## config.mk

```make
export PLATFORM = sky130hd
export DESIGN_NAME = instruction_fetch_stage
export DESIGN_NICKNAME = d
export VERILOG_FILES = /design/src/rtl/instruction_fetch_stage.sv
export SDC_FILE = /design/constraint.sdc
export NUM_CORES = 1
export LEC_CHECK = 0
export CAP_MARGIN = 10
export CORE_UTILIZATION = 23
export CTS_CLUSTER_SIZE = 28
export DETAILED_ROUTE_END_ITERATION = 8
export MAX_ROUTING_LAYER = met4
export PLACE_DENSITY = 0.48
export SLEW_MARGIN = 20
export SYNTH_ARGS = -nofsm -noshare
export SYNTH_HDL_FRONTEND = slang
export SYNTH_SLANG_ARGS = --single-unit
```

## constraint.sdc

```tcl
create_clock -name clk -period 5 [get_ports clk]
set_input_delay 1.25 -clock clk [delete_from_list [all_inputs] [get_ports clk]]
set_output_delay 1.25 -clock clk [all_outputs]
set_load 0.01 [all_outputs]
```

## src/rtl/instruction_fetch_stage.sv

```systemverilog
// Fetch stage of the pipelined MIPS core: PC register and IF/ID pipeline register.
// It drives the combinational instruction ROM, handles redirect, stall and flush, and flags bad fetch addresses.
module instruction_fetch_stage #(
    parameter int          DATA_WIDTH = 32,
    parameter int          ADDR_WIDTH = 8,
    parameter logic [31:0] RESET_PC   = 32'h0040_0000,
    parameter int          CNT_WIDTH  = 16
) (
    input  logic                  clk,
    input  logic                  reset,
    input  logic                  stall,
    input  logic                  flush,
    input  logic                  redirect_en,
    input  logic [DATA_WIDTH-1:0] redirect_pc,
    input  logic [DATA_WIDTH-1:0] rom_q,
    output logic [ADDR_WIDTH-1:0] rom_addr,
    output logic [DATA_WIDTH-1:0] pc_if,
    output logic [DATA_WIDTH-1:0] instr_id,
    output logic [DATA_WIDTH-1:0] pc_plus4_id,
    output logic                  valid_id,
    output logic                  addr_err,
    output logic [CNT_WIDTH-1:0]  fetch_count
);

    logic [DATA_WIDTH-1:0] r_pc;
    logic [DATA_WIDTH-1:0] r_instr;
    logic [DATA_WIDTH-1:0] r_pc_plus4;
    logic                  r_valid;
    logic                  r_err;
    logic [CNT_WIDTH-1:0]  r_cnt;

    logic [DATA_WIDTH-1:0] w_off;
    logic [DATA_WIDTH-1:0] w_pc_plus4;
    logic                  w_in_range;

    // Offset into the text segment; anything at or beyond 2**ADDR_WIDTH words misses the ROM.
    assign w_off      = r_pc - DATA_WIDTH'(RESET_PC);
    assign w_pc_plus4 = r_pc + DATA_WIDTH'(4);
    assign w_in_range = ((w_off >> (ADDR_WIDTH + 2)) == '0);
    assign rom_addr   = w_off[ADDR_WIDTH+1:2];

    always_ff @(posedge clk) begin
        if (reset) begin
            r_pc       <= DATA_WIDTH'(RESET_PC);
            r_instr    <= '0;
            r_pc_plus4 <= '0;
            r_valid    <= 1'b0;
            r_err      <= 1'b0;
            r_cnt      <= '0;
        end else if (redirect_en) begin
            r_pc       <= {redirect_pc[DATA_WIDTH-1:2], 2'b00};
            r_instr    <= '0;
            r_pc_plus4 <= '0;
            r_valid    <= 1'b0;
            if (redirect_pc[1:0] != 2'b00) r_err <= 1'b1;
        end else if (stall) begin
            if (flush) begin
                r_instr    <= '0;
                r_pc_plus4 <= '0;
                r_valid    <= 1'b0;
            end
        end else if (flush) begin
            r_pc       <= w_pc_plus4;
            r_instr    <= '0;
            r_pc_plus4 <= '0;
            r_valid    <= 1'b0;
        end else begin
            r_pc <= w_pc_plus4;
            if (w_in_range) begin
                r_instr    <= rom_q;
                r_pc_plus4 <= w_pc_plus4;
                r_valid    <= 1'b1;
                if (r_cnt != '1) r_cnt <= r_cnt + CNT_WIDTH'(1);
            end else begin
                r_instr    <= '0;
                r_pc_plus4 <= '0;
                r_valid    <= 1'b0;
                r_err      <= 1'b1;
            end
        end
    end

    assign pc_if       = r_pc;
    assign instr_id    = r_instr;
    assign pc_plus4_id = r_pc_plus4;
    assign valid_id    = r_valid;
    assign addr_err    = r_err;
    assign fetch_count = r_cnt;

endmodule

```

Word level (Yosys, flattened, before mapping)
Index checks and enable logic that the tools add are counted.
- bits in registers: 114
- input port bits: 69
- logic and storage cells: 42
- equality and inequality tests: 6
- mux-type cells: 18
- reductions and logical operators: 5
- add/sub/neg operators: 3
- bitwise logic cells: 3
- operators with widths (kind ; count):
    $mux W32 ; 9
    $add A32 B3 Y32 const B ; 1
    $logic_not A32 Y1 ; 1
    $sub A32 B23 Y32 const B ; 1
    $add A16 B1 Y16 const B ; 1
    $ne A16 B16 Y1 const B ; 1
    $mux W1 ; 9
    $ne A2 B1 Y1 const B ; 4
    $reduce_and A5 Y1 ; 1
    $reduce_and A4 Y1 ; 1
    $not A1 Y1 ; 3
    $ne A2 B2 Y1 const B ; 1
    $reduce_bool A2 Y1 ; 1
    $reduce_or A2 Y1 ; 1

Longest topological paths before layout
- word-level depth: 6
- mapped depth: 8
- gate-level depth less buffers: 6

Least setup slack after synthesis
OpenSTA, ideal clock, no wires.
- path kind: input port to flip-flop
- from: input redirect_en
- to: register r_cnt[11] (netlist: fetch_count[11])
- path buffers: 2
- setup time: 123 ps
- arrival time: 3185 ps
- stages: 7
- path slack: 1692 ps
- cells stage by stage: clkbuf_1 nor3_1 or4b_1 clkbuf_2 nor4_2 nand3_1 mux2_1
- word-level cells in the longest chain between the ends: 2
- ends and longest elaborated chain (element ; RTL line ; text):
    from (decl) ; 13 ; input logic redirect_en,
    $not A1 Y1 (no source line) ; - ;
    $reduce_and A5 Y1 (no source line) ; - ;
    to (signal assigned) ; 73 ; if (r_cnt != '1) r_cnt <= r_cnt + CNT_WIDTH'(1);
    to (decl) ; 30 ; logic [CNT_WIDTH-1:0] r_cnt;
No other way between the ends.
A chain may end at the register's enable or synchronous reset.

Worst setup path after layout
- from: input flush
- to: register r_cnt[11] (netlist: fetch_count[11])
- word-level cells in the longest chain between the ends: 2
- ends and longest elaborated chain (element ; RTL line ; text):
    from (decl) ; 12 ; input logic flush,
    $not A1 Y1 (no source line) ; - ;
    $reduce_and A5 Y1 (no source line) ; - ;
No other way between the ends.

==> metrics <==
outcome completed; CTS Hold Bufs 0; DR DRC count 0; Max VDD drop 143 uV; hold depth 2; io pins 191; vias per cell 4.75; grt total ovfl 0; Final GP Congestion 0.888; Synth cell types 51; WL final 16500 um; Post-CTS Setup Inserts 0; fin crit period 3620 ps; Port Buffer Count 186; P&R area growth vs syn 49.2%; largest net degree at the start of global routing 45; DR vias 4689; RSZ-0062 raised after global routing false; largest cells by area after synthesis dfxtp_1, a22oi_1, nor2_1, and3_1, xnor2_1; die area 21200 um^2; hold path endpoint addr_err$_SDFFE_PP0P_; Routed Antenna Nets 0; DP HPWL 12200 um; Fillers 2094; reg2reg start pc_if[23]$_SDFFE_PP0N_; Worst Max-Slew Pin Slew 1040 ps; post-synth top area cell dfxtp_1; Iteration-0 DRC Markers 199; DR pass1 iterations 4; largest family of logic cells by synthesized area simple AND/OR/NAND/NOR gates; vias in the first global route 4479; Post-synth EDFFs 0; initial antenna violation count 0; CP startpoint kind input pin; fraction of layout cells with a size suffix above 1 0.0432; CP Data Required Time 5240 ps; initial core utilization 0.235; min-delay worst type reg -> reg; Clock Sinks 110; clk_lat worst skew 350 ps; Worst Path Max Fanout 9; synth warn 0; Final Skew 9.89 ps; Leak 2.44 nW; Antenna diodes 0; xor and xnor fraction of the mapped netlist area 0.0442; Final Slew Violations 0; FF+latch count, synth 110; Die Span Y 146 um; Synth Area in Adders 0.00526; Relative slew margins 0.305; number of nets in the layout 783; CTS tree yes; setup_tns 0 ps; root buffer cell clkbuf_16; crit path kind in -> reg; syn_area_per_cell 8.56 um^2; Worst R2R End fetch_count[11]$_SDFFE_PP0P_; Arrival @ worst endpoint 3860 ps; Post-synth ARST share 0; per-cell routed wire length 16.8 um; core area 20200 um^2; Hold Vio Cnt, Final 0; Clock Path Buffers 2; Max Cap Viol 0; post-synthesis mux area share 0.0134; setup violators final 0; Reg2Reg Setup Slack 2130 ps; Reg clk slew, reported paths 80 ps; PostCTS Resize Cnt 0; ratio of final minimum period to clock period 0.725; CP Capture Type flip-flop; first-pass GRT wire length 26100 um; commonest non-fill, non-tap cell in the layout clkdlybuf4s50_1; share of the synthesized area in the top cell type 0.463; post-synthesis simple-gate area fraction 0.260; ys flop type dfxtp_1; Seq/Total Area, Yosys 0.463; worst hold start addr_err$_SDFFE_PP0P_; die width 146 um; gr usage total 0.162; Synth Area in Compound Gates 0.152; R2R depth 5; Num CTS Buffers 9; H-Tree Depth 3; Syn Inst Count 555; most frequent cells in the layout clkdlybuf4s50_1, dfxtp_1, nor2_1; Hold Slack 473 ps; post-synthesis cell area 4750 um^2; Achievable Freq 276 MHz; PD cells 264 nW/um^2; num rows 52
[cells in the mapped netlist (all sizes together), types with 3 or more instances]
cell type  count
nor2b          7
or3           14
buf           15
and4           3
or4            7
nor2          82
a21oi         26
nand2         31
and3          26
mux2           3
a21o           3
nand3         22
o21ai         14
xnor2         15
xor2           9
a311oi         4
a211oi         4
inv           12
a2111oi        3
nor4          16
o211ai         3
clkbuf        35
dfxtp        110
nand4         13
a22oi         41
nor3          12
mux2i          3
[worst max-delay path by stage]
stage,startpoint,end,slack (ps),cells past startpoint
4_1_cts,flush,fetch_count[11]$_SDFFE_PP0P_,1380,6
5_1_grt,flush,fetch_count[11]$_SDFFE_PP0P_,1230,6
3_3_place_gp,flush,fetch_count[11]$_SDFFE_PP0P_,1050,6
3_5_place_dp,flush,fetch_count[11]$_SDFFE_PP0P_,1030,6
2_1_floorplan,redirect_en,fetch_count[11]$_SDFFE_PP0P_,1690,7
6_report,flush,fetch_count[11]$_SDFFE_PP0P_,1380,6
[flip-flops by register name (all words and copies together), names as in the netlist]
register     count
pc_plus4_id     30
pc_if           30
instr_id        32
fetch_count     16
addr_err         1
valid_id         1
[critical path: stages]
cell and delay (ps):
clkdlybuf4s50_1 510, nor3_1 310, or4b_1 620, nor4_2 670
nand3_1 170, mux2_1 330
[cell families after synthesis]
group	Yosys count
buf+inv	63
simple gates	242
flops	110
fa+ha+maj	2
compound gates	107
xor+xnor	24
mux	6
other cells	1
[stage by stage]
| stage | area (um^2) | cells | power [W] | setup slack [ps] | util |
|---|---|---|---|---|---|
| floorplan | 4760 | 558 | 0.00102 | 1690 | - |
| global placement | 6790 | 971 | 0.00115 | 1050 | 0.336 |
| detailed placement | 6790 | 971 | 0.00115 | 1030 | 0.336 |
| CTS | 7090 | 987 | 0.00190 | 1380 | 0.351 |
| global route | 7090 | 987 | 0.00195 | 1230 | 0.351 |
| finish | 7090 | 987 | 0.00187 | 1380 | 0.351 |
[cell type report]
type / instances / area (um^2) / area share
Inverter: 13 / 48.8 / 0.00688
Sequential cell: 110 / 2200 / 0.310
Tap cell: 270 / 338 / 0.0476
Timing Repair Buffer: 193 / 1910 / 0.270
Clock inverter: 6 / 76.3 / 0.0108
Clock buffer: 10 / 229 / 0.0323
Multi-Input combinational cell: 385 / 2290 / 0.322
[power breakdown]
group / internal (W) / switching [W] / leakage, nW
sequential: 0.000892 / 0.0000318 / 0.893
combinational: 0.000110 / 0.0000912 / 1.39
clock: 0.000400 / 0.000349 / 0.150
[layer usage]
metal  track usage  part of all wire  vias up
met1         0.208              0.47     2195
met5             -                 0        -
met2         0.252              0.45      192
met3        0.0329             0.061       18
li1              -                 -     2284
met4        0.0532             0.017        0
Power figures use the tool's default switching activity.
==> RTL edit (same settings) <==
Put one more register stage on the output `fetch_count`, with the module's reset. The value now appears one clock later. The other outputs are not delayed to match.
--- a/src/rtl/instruction_fetch_stage.sv
+++ b/src/rtl/instruction_fetch_stage.sv
@@ -85,7 +85,13 @@
     assign pc_plus4_id = r_pc_plus4;
     assign valid_id    = r_valid;
     assign addr_err    = r_err;
-    assign fetch_count = r_cnt;
+    always_ff @(posedge clk) begin
+        if (reset) begin
+            fetch_count <= '0;
+        end else begin
+            fetch_count <= r_cnt;
+        end
+    end
 
 endmodule
 
Function: changed (a bounded check fails within 4 cycles, from zero or initial values and one cycle with reset high).
==> RTL edit against the unedited design <==
- register-to-register slack improved by 0.02 ns
- power rose by 30%
- sequential cell count grew 16
- final area grew 7.8%
- die area grew 6.1%
- worst setup slack gained 0.045 ns
- routed wire length shrank 5.6%
- combinational power fell by 4%
- area after synthesis grew 6.2%
- first-iteration DRC count up 16%
- final cell count rose by 2.7%
==> RTL edit: results <==
[placement]
gp_congestion = 0.779
postPlaceCellArea_sq_um = 7080
dp_cells = 982
dpl.hpwl_um = 10900
preCtsSetupSlack_ns = 1.01

[synth]
synthTopCellsByArea = "dfxtp_1 50%, nor2_1 6.4%, a22oi_1 6.1%"
synthAdderAreaFrac_pct = 0.496
synth_sequential_area_ratio_pct = 50.0
synth_xor_area_share_pct = 5.38
synth_mux_area_share_pct = 1.88
netlist_instances = 563
synthTopCellsByCount = "126 x dfxtp_1, 86 x nor2_1, 41 x a22oi_1, 36 x clkbuf_1, 30 x nand2_1"

[power_and_ir_drop]
irDropWorstVdd_v = 0.000211
cellLeakagePower_uw = 0.00277
power.switching_uw = 572

[hold_path]
whs_path_depth = 1
min_from = "pc_plus4_id[14]"

[detailed_routing]
wl_met2_um = 7280
vias_per_cell = 4.58
drt_iter0_drc = 230
routedWlPerCell_um = 15.4
dr_wl_met3_um = 734
drt-met1-wl_um = 7410
wirelength_um = 15600

[critical_path]
reg2reg_from = "pc_if[14]"
crit_path_start = "stall"
r2r_end = "r_cnt[5]"
regToRegSetupSlack_ns = 2.15
worst-path-max-fanout = 12
crit_end = "pc_if[25]"
critical_path_arrival_ns = 3.89

[global_route]
gr-usage-all-layers_pct = 14.5
use_met1_pct = 18.6
grt_pass1_wl_um = 24400
grt_max_degree = 55
grt_util_met2_pct = 22.1
grt_pass1_vias = 4522
use_met3_pct = 3.61

[clock_network]
clk_latency_ns = 0.42
clk_pin_slew_ns = 0.06
cts_buffers = 17
htree_levels = 4

[timing]
clock_skew_ns = 0.0148
tightest_slew_ns = 0.862

[outcome]
status = "finished, final reports clean"

[layout]
drive_gt1_share_pct = 6.36
nets = 797
RTL edit: worst max-delay path, stage by stage:
cell and delay [ns]:
clkdlybuf4s50_1 0.70, nand2b_1 0.41, nor4_1 0.79, nand3_1 0.24, o21a_1 0.22, o31a_1 0.27
RTL edit: power by group through the flow:
stage | sequential (uW) | clock [uW] | combinational [uW]
3_5_place_dp | 1070 | 0 | 194
4_1_cts | 1050 | 1230 | 196
6_report | 1050 | 1200 | 193
5_1_grt | 1060 | 1290 | 210
3_3_place_gp | 1070 | 0 | 194
2_1_floorplan | 1070 | 0 | 81.1
RTL edit: final cells by class:
| type | instances | area (sq um) | share of cell area [%] |
|---|---|---|---|
| inverter | 10 | 37.5 | 0.491 |
| timing repair buffer | 192 | 1900 | 24.9 |
| clock buffer | 21 | 450 | 5.89 |
| clock inverter | 11 | 115 | 1.51 |
| sequential | 126 | 2520 | 33.0 |
| tap | 275 | 344 | 4.50 |
| multi-input combinational | 379 | 2270 | 29.7 |
